### config.mk
export PLATFORM = sky130hd
export DESIGN_NAME = framebuffer_writer_flat
export DESIGN_NICKNAME = d
export VERILOG_FILES = /design/src/rtl/fb_pkg.sv /design/src/rtl/framebuffer_writer_if.sv /design/src/rtl/fb_quantise.sv /design/src/rtl/framebuffer_writer.sv /design/src/flat_wrapper.sv
export SDC_FILE = /design/constraint.sdc
export NUM_CORES = 1
export LEC_CHECK = 0
export CORE_MARGIN = 4
export CORE_UTILIZATION = 30
export DETAILED_ROUTE_END_ITERATION = 10
export GPL_TIMING_DRIVEN = 0
export SLEW_MARGIN = 10
export SYNTH_ARGS = -nofsm -noshare
export SYNTH_HDL_FRONTEND = slang
export SYNTH_SLANG_ARGS = --single-unit
### constraint.sdc
create_clock -name cam_clk_25 -period 4.1 [get_ports cam_clk_25]
set_input_delay 0.82 -clock cam_clk_25 [delete_from_list [all_inputs] [get_ports cam_clk_25]]
set_output_delay 0.82 -clock cam_clk_25 [all_outputs]
set_load 0.01 [all_outputs]
### src/rtl/fb_pkg.sv
// Framebuffer geometry and types shared by the camera write side and the VGA read side.
package fb_pkg;

    localparam int FB_WIDTH  = 320;
    localparam int FB_HEIGHT = 240;
    localparam int FB_ADDR_W = 17;
    localparam int FB_PIX_W  = 2;
    localparam int DATA_W    = 8;
    localparam int SRC_X_W   = 10;
    localparam int SRC_Y_W   = 9;

    typedef enum logic {
        IDLE    = 1'b0,
        CAPTURE = 1'b1
    } fbw_state_e;

    // 2x2 ordered-dither offsets, indexed by {y[1], x[1]}
    function automatic logic [DATA_W-1:0] bayer_offset(input logic y1, input logic x1);
        case ({y1, x1})
            2'b00:   return 8'd0;
            2'b01:   return 8'd32;
            2'b10:   return 8'd48;
            default: return 8'd16;
        endcase
    endfunction

endpackage

### src/rtl/framebuffer_writer_if.sv
// Camera pixel stream in, framebuffer write port out; the writer takes the slave view.
interface framebuffer_writer_if;
    import fb_pkg::*;

    logic                 pix_valid;
    logic                 sof;
    logic                 eol;
    logic [DATA_W-1:0]    din;
    logic                 wr_en;
    logic [FB_ADDR_W-1:0] wr_addr;
    logic [FB_PIX_W-1:0]  wr_data;

    modport slave (
        input  pix_valid, sof, eol, din,
        output wr_en, wr_addr, wr_data
    );

    modport master (
        output pix_valid, sof, eol, din,
        input  wr_en, wr_addr, wr_data
    );

endinterface

### src/rtl/fb_quantise.sv
// Combinational 8-bit to 2-bit pixel quantiser; ordered dither when
// FRAMEBUFFER_WRITER_DITHER_EN is defined, plain truncation otherwise.
module fb_quantise
    import fb_pkg::*;
(
    input  logic [DATA_W-1:0]   din,
`ifdef FRAMEBUFFER_WRITER_DITHER_EN
    input  logic                x1,
    input  logic                y1,
`endif
    output logic [FB_PIX_W-1:0] q
);

`ifdef FRAMEBUFFER_WRITER_DITHER_EN
    function automatic logic [FB_PIX_W-1:0] sat_quant(input logic [DATA_W:0] s);
        if (s[DATA_W]) return '1;
        return s[DATA_W-1 -: FB_PIX_W];
    endfunction

    logic [DATA_W:0] sum;

    assign sum = {1'b0, din} + {1'b0, bayer_offset(y1, x1)};
    assign q   = sat_quant(sum);
`else
    logic [DATA_W-FB_PIX_W-1:0] unused_lsbs;

    assign unused_lsbs = din[DATA_W-FB_PIX_W-1:0];
    assign q           = din[DATA_W-1 -: FB_PIX_W];
`endif

endmodule

### src/rtl/framebuffer_writer.sv
// Decimates a camera frame 2:1 in each axis into a linear framebuffer.
// Optional ordered dither in the quantiser: FRAMEBUFFER_WRITER_DITHER_EN.
module framebuffer_writer
    import fb_pkg::*;
#(
    parameter int SRC_WIDTH  = 2 * FB_WIDTH,
    parameter int SRC_HEIGHT = 2 * FB_HEIGHT
) (
    input  logic                 cam_clk_25,
    input  logic                 reset,
    input  logic                 capture_en,
    framebuffer_writer_if.slave  bus,
    output logic                 frame_done,
    output logic                 err
);

    localparam logic [SRC_X_W-1:0]   X_LAST    = SRC_X_W'(SRC_WIDTH - 1);
    localparam logic [SRC_Y_W-1:0]   Y_LAST    = SRC_Y_W'(SRC_HEIGHT - 1);
    localparam logic [FB_ADDR_W-1:0] LINE_STEP = FB_ADDR_W'(SRC_WIDTH / 2);

    fbw_state_e           state_q, state_d;
    logic [SRC_X_W-1:0]   x_q, x_d;
    logic [SRC_Y_W-1:0]   y_q, y_d;
    logic [FB_ADDR_W-1:0] addr_q, addr_d;
    logic [FB_ADDR_W-1:0] base_q, base_d;
    logic                 drop_q, drop_d;
    logic                 err_q, err_d;
    logic                 wr_en_q, wr_en_d;
    logic [FB_ADDR_W-1:0] wr_addr_q, wr_addr_d;
    logic [FB_PIX_W-1:0]  wr_data_q, wr_data_d;
    logic                 frame_done_q, frame_done_d;

    logic                 start_frame;
    logic                 abort_frame;
    logic                 proc;
    logic                 do_wr;
    logic [SRC_X_W-1:0]   cx;
    logic [SRC_Y_W-1:0]   cy;
    logic [FB_ADDR_W-1:0] caddr;
    logic [FB_ADDR_W-1:0] cbase;
    logic                 cdrop;
    logic [FB_PIX_W-1:0]  quant;

    // An accepted sof always processes its pixel as (0,0), both from IDLE and as a restart
    assign start_frame = bus.pix_valid && bus.sof && capture_en;
    assign abort_frame = (state_q == CAPTURE) && bus.pix_valid && bus.sof && !capture_en;
    assign proc        = start_frame || ((state_q == CAPTURE) && bus.pix_valid && !bus.sof);

    assign cx    = start_frame ? '0 : x_q;
    assign cy    = start_frame ? '0 : y_q;
    assign caddr = start_frame ? '0 : addr_q;
    assign cbase = start_frame ? '0 : base_q;
    assign cdrop = start_frame ? 1'b0 : drop_q;
    assign do_wr = proc && !cdrop && !cx[0] && !cy[0];

    fb_quantise u_quant (
        .din (bus.din),
`ifdef FRAMEBUFFER_WRITER_DITHER_EN
        .x1  (cx[1]),
        .y1  (cy[1]),
`endif
        .q   (quant)
    );

    always_comb begin
        state_d      = state_q;
        x_d          = x_q;
        y_d          = y_q;
        addr_d       = addr_q;
        base_d       = base_q;
        drop_d       = drop_q;
        err_d        = err_q;
        wr_en_d      = 1'b0;
        wr_addr_d    = wr_addr_q;
        wr_data_d    = wr_data_q;
        frame_done_d = 1'b0;

        case (state_q)
            IDLE: begin
                if (start_frame) begin
                    state_d = CAPTURE;
                    err_d   = 1'b0;
                end
            end
            CAPTURE: begin
                if (bus.pix_valid && bus.sof) begin
                    err_d = 1'b1;
                end
                if (abort_frame) begin
                    state_d = IDLE;
                    x_d     = '0;
                    y_d     = '0;
                    addr_d  = '0;
                    base_d  = '0;
                    drop_d  = 1'b0;
                end
            end
        endcase

        if (proc) begin
            if (do_wr) begin
                wr_en_d   = 1'b1;
                wr_addr_d = caddr;
                wr_data_d = quant;
            end
            x_d    = cx;
            y_d    = cy;
            base_d = cbase;
            drop_d = cdrop;
            addr_d = do_wr ? caddr + 1'b1 : caddr;

            if (bus.eol) begin
                x_d    = '0;
                drop_d = 1'b0;
                if (cx != X_LAST) begin
                    err_d = 1'b1;
                end
                // Re-derive the next line start so a short line cannot skew later lines
                base_d = cy[0] ? cbase : cbase + LINE_STEP;
                addr_d = base_d;
                if (cy == Y_LAST) begin
                    state_d      = IDLE;
                    frame_done_d = 1'b1;
                    y_d          = '0;
                    addr_d       = '0;
                    base_d       = '0;
                end else begin
                    y_d = cy + 1'b1;
                end
            end else if (!cdrop) begin
                if (cx == X_LAST) begin
                    err_d  = 1'b1;
                    drop_d = 1'b1;
                end else begin
                    x_d = cx + 1'b1;
                end
            end
        end
    end

    always_ff @(posedge cam_clk_25) begin
        if (reset) begin
            state_q      <= IDLE;
            x_q          <= '0;
            y_q          <= '0;
            addr_q       <= '0;
            base_q       <= '0;
            drop_q       <= 1'b0;
            err_q        <= 1'b0;
            wr_en_q      <= 1'b0;
            wr_addr_q    <= '0;
            wr_data_q    <= '0;
            frame_done_q <= 1'b0;
        end else begin
            state_q      <= state_d;
            x_q          <= x_d;
            y_q          <= y_d;
            addr_q       <= addr_d;
            base_q       <= base_d;
            drop_q       <= drop_d;
            err_q        <= err_d;
            wr_en_q      <= wr_en_d;
            wr_addr_q    <= wr_addr_d;
            wr_data_q    <= wr_data_d;
            frame_done_q <= frame_done_d;
        end
    end

    assign bus.wr_en   = wr_en_q;
    assign bus.wr_addr = wr_addr_q;
    assign bus.wr_data = wr_data_q;
    assign frame_done  = frame_done_q;
    assign err         = err_q;

endmodule
### src/flat_wrapper.sv
// flat-port wrapper written by rule: the top's interface ports become plain ports
module framebuffer_writer_flat import fb_pkg::*;
#(
    parameter int SRC_WIDTH  = 2 * FB_WIDTH,
    parameter int SRC_HEIGHT = 2 * FB_HEIGHT
)
  (cam_clk_25, reset, capture_en, frame_done, err, bus_pix_valid, bus_sof, bus_eol, bus_din, bus_wr_en, bus_wr_addr, bus_wr_data);
  framebuffer_writer_if bus_i ();
  input  logic cam_clk_25;
  input  logic reset;
  input  logic capture_en;
  output logic frame_done;
  output logic err;
  input wire logic [$bits(bus_i.pix_valid)-1:0] bus_pix_valid;
  input wire logic [$bits(bus_i.sof)-1:0] bus_sof;
  input wire logic [$bits(bus_i.eol)-1:0] bus_eol;
  input wire logic [$bits(bus_i.din)-1:0] bus_din;
  output wire logic [$bits(bus_i.wr_en)-1:0] bus_wr_en;
  output wire logic [$bits(bus_i.wr_addr)-1:0] bus_wr_addr;
  output wire logic [$bits(bus_i.wr_data)-1:0] bus_wr_data;
  assign bus_i.pix_valid = bus_pix_valid;
  assign bus_i.sof = bus_sof;
  assign bus_i.eol = bus_eol;
  assign bus_i.din = bus_din;
  assign bus_wr_en = bus_i.wr_en;
  assign bus_wr_addr = bus_i.wr_addr;
  assign bus_wr_data = bus_i.wr_data;
  framebuffer_writer #(.SRC_WIDTH(SRC_WIDTH), .SRC_HEIGHT(SRC_HEIGHT)) u_core (.cam_clk_25(cam_clk_25), .reset(reset), .capture_en(capture_en), .bus(bus_i), .frame_done(frame_done), .err(err));
endmodule
==> reports/qor.txt <==
I/O Buffers - 29
Hold WC Path Type - reg2reg
Max H-tree Level - 3
clock sinks - 77
Hold Slack - 0.453 ns
Initial Util - 30.5%
# setup viols final - 0
crit-path max FO - 19
outcome - finished clean
share of layout cells above drive strength 1 - 8.23%
Leakage - 1.68 nW
Post-Layout Cell Count - 763
cell accounting for the most synthesized area - dfxtp_1
Die W - 126 microns
Post-Syn Instances - 539
GRT Total Usage - 16.7%
CTS tree - yes
Post-CTS Setup Bufs - 0
# IOs - 36
Fin. Hold Viols - 0
total grt overflow - 0
Synth area leaders - dfxtp_1, nand2_1, a21oi_1, o21ai_0, nor2_1
core box area - 0.0138 sq mm
CTS Buffer Depth - 2
via count of the first global-routing pass - 3,975
max-cap violations - 0
Yosys warning count - 0
Worst IR Drop VDD - 0.000216 V
max-slew violation count - 0
WP data required - 4.34 ns
Layout area overhead - 18.7%
Setup Skew - 0.00616 ns
Period minus WS final - 3.82 ns
DRC - 0
Die Span Y - 126 microns
via/cell ratio - 5.50
ys flop type - dfxtp_1
Routed WL per cell - 17.1 microns
fin util - 36.2%
via count - 4,197
Cell Area, Placed - 0.00473 sq mm
initial antenna violation count - 0
global-route wire length before repair - 21,500 microns
crit path DAT - 4.07 ns
syn nets - 557
post_cts resized - 0
Critical Path Start Type - input port
total die area - 0.0160 sq mm
synthesized cell area - 0.00421 sq mm
Mean Syn Cell Area - 7.81 sq um
Final Cell Area - 0.00500 sq mm
CP Capture Type - register
FF-to-FF setup slack - 1.51 ns
nets@finish - 596
Post-synth top cells - nand2_1, dfxtp_1, a21oi_1
EDFF count, synth - 0
CTS buffer count - 9
ys async rst share - 0%
count leader, synth - nand2_1
clock latency on the worst-skew pair - 0.34 ns
Yosys cell types - 76
num rows - 43
final worst-path cycle share - 93.2%
#FFs+latches synth - 77
Antenna diodes - 0
routability cong. - 0.923
root buffer cell - clkbuf_16
Setup Crit Path Kind - in2reg
Max Freq - 262 MHz
Detail Placement HPWL - 9600 microns
Least-Margin Pin Slew - 0.896 ns
RSZ-0062 raised after global routing - false
DP Cell Count - 748
maximum number of pins on one net before global-route repair - 14
Detailed Route WL - 13,000 microns
Slew headroom - 39.7%
initial DRC count - 381
post-synth top area share - 36.6%
power per cell area - 332 mW/mm^2
hold-fix buffers at CTS - 0
ANT nets after route - 0
post-synthesis sequential area ratio - 36.6%
DR pass1 iterations - 5
CTS clk-pin slew, worst paths - 0.06 ns
layout make-up:
type | count | area [sq um]
clock buffer | 11 | 243
inverter | 9 | 33.8
sequential | 77 | 1540
fill | 1426 | 8830
multi-input combinational | 416 | 2460
timing repair buffer | 29 | 290
clock inverter | 5 | 35.0
buffer | 36 | 176
tap | 180 | 225
report_power, final:
group	switching, mW	internal [mW]
clock network	0.325	0.427
logic	0.0972	0.0457
registers	0.00948	0.756
total	0.431	1.23
metrics by stage:
stage	total power [mW]	TNS, ns	setup WS, ns
final	1.66	0	0.277
after CTS	1.67	0	0.0782
after detailed placement	0.922	-1.81	-0.280
after global placement	0.921	-1.14	-0.231
after floorplan	0.868	0	0.883
after global routing	1.71	0	0.0203
layout by cell type, fill, tap and decap left out, types with 4 or more instances in the layout:
master           Yosys  final
xor2_1               7      7
o21ai_0             33     33
a211oi_1             4      4
nor2_1              42     42
buf_1                5      5
nand4_1              8      8
a41oi_1              5      5
clkdlybuf4s50_1      0     29
clkbuf_16            0      9
a21oi_1             53     53
a311oi_1             7      7
o211ai_1             5      5
a31oi_1              9      9
nand3_1             14     14
nor4_1               4      4
and2_1              16     16
a32oi_1              4      4
nand2_1             86     86
clkbuf_1            18     18
inv_1                9      9
xnor2_1              6      6
nor3_1              21     21
nand2b_1             6      6
o31ai_1              4      4
ha_1                 4      4
buf_2                9      9
a21o_1               8      8
dfxtp_1             77     77
kinds of logic after synthesis:
| group | Yosys count | synth area share, % |
|---|---|---|
| compound gates | 170 | 26.5 |
| xor+xnor | 13 | 2.70 |
| fa+ha+maj | 4 | 1.19 |
| buf+inv | 46 | 5.08 |
| flops | 77 | 36.6 |
| mux | 3 | 0.743 |
| simple gates | 226 | 27.2 |
critical path, stage by stage:
cell             delay [ns]
clkdlybuf4s50_1        0.45
buf_6                  0.16
nand3_4                0.13
buf_2                  0.29
buf_2                  0.42
nand2_1                0.18
inv_1                  0.08
ha_1                   0.26
nand2_1                0.12
nor3_4                 0.29
a211o_1                0.34
a31o_1                 0.23
o21ai_0                0.12
a21o_1                 0.16
flip-flops by register name, indices dropped and copies added, names as in the netlist:
signal	flops
u_core.bus.wr_en	1
u_core.bus.wr_data	2
u_core.err	1
u_core.drop_q	1
u_core.base_q	17
u_core.x_q	10
u_core.frame_done	1
u_core.state_q	1
u_core.addr_q	17
u_core.bus.wr_addr	17
u_core.y_q	9
worst paths after layout:
check,cells past startpoint,startpoint,endpoint
setup / recovery,14,bus_pix_valid,u_core.addr_q[9]
hold / removal,2,u_core.bus.wr_addr[15],u_core.bus.wr_addr[15]
setup reg to reg,10,u_core.y_q[0],u_core.addr_q[9]
hold reg to reg,2,u_core.bus.wr_addr[15],u_core.bus.wr_addr[15]
layer usage:
metal  global-route usage, %  vias to the layer above  routed length [microns]
li1                        -                     2043                        -
met1                    21.9                     1993                     5720
met2                    27.6                      138                     6180
met3                    2.57                       23                      799
met4                    6.81                        0                      323
met5                       0                        -                        0
(Power assumes the default switching activity.)
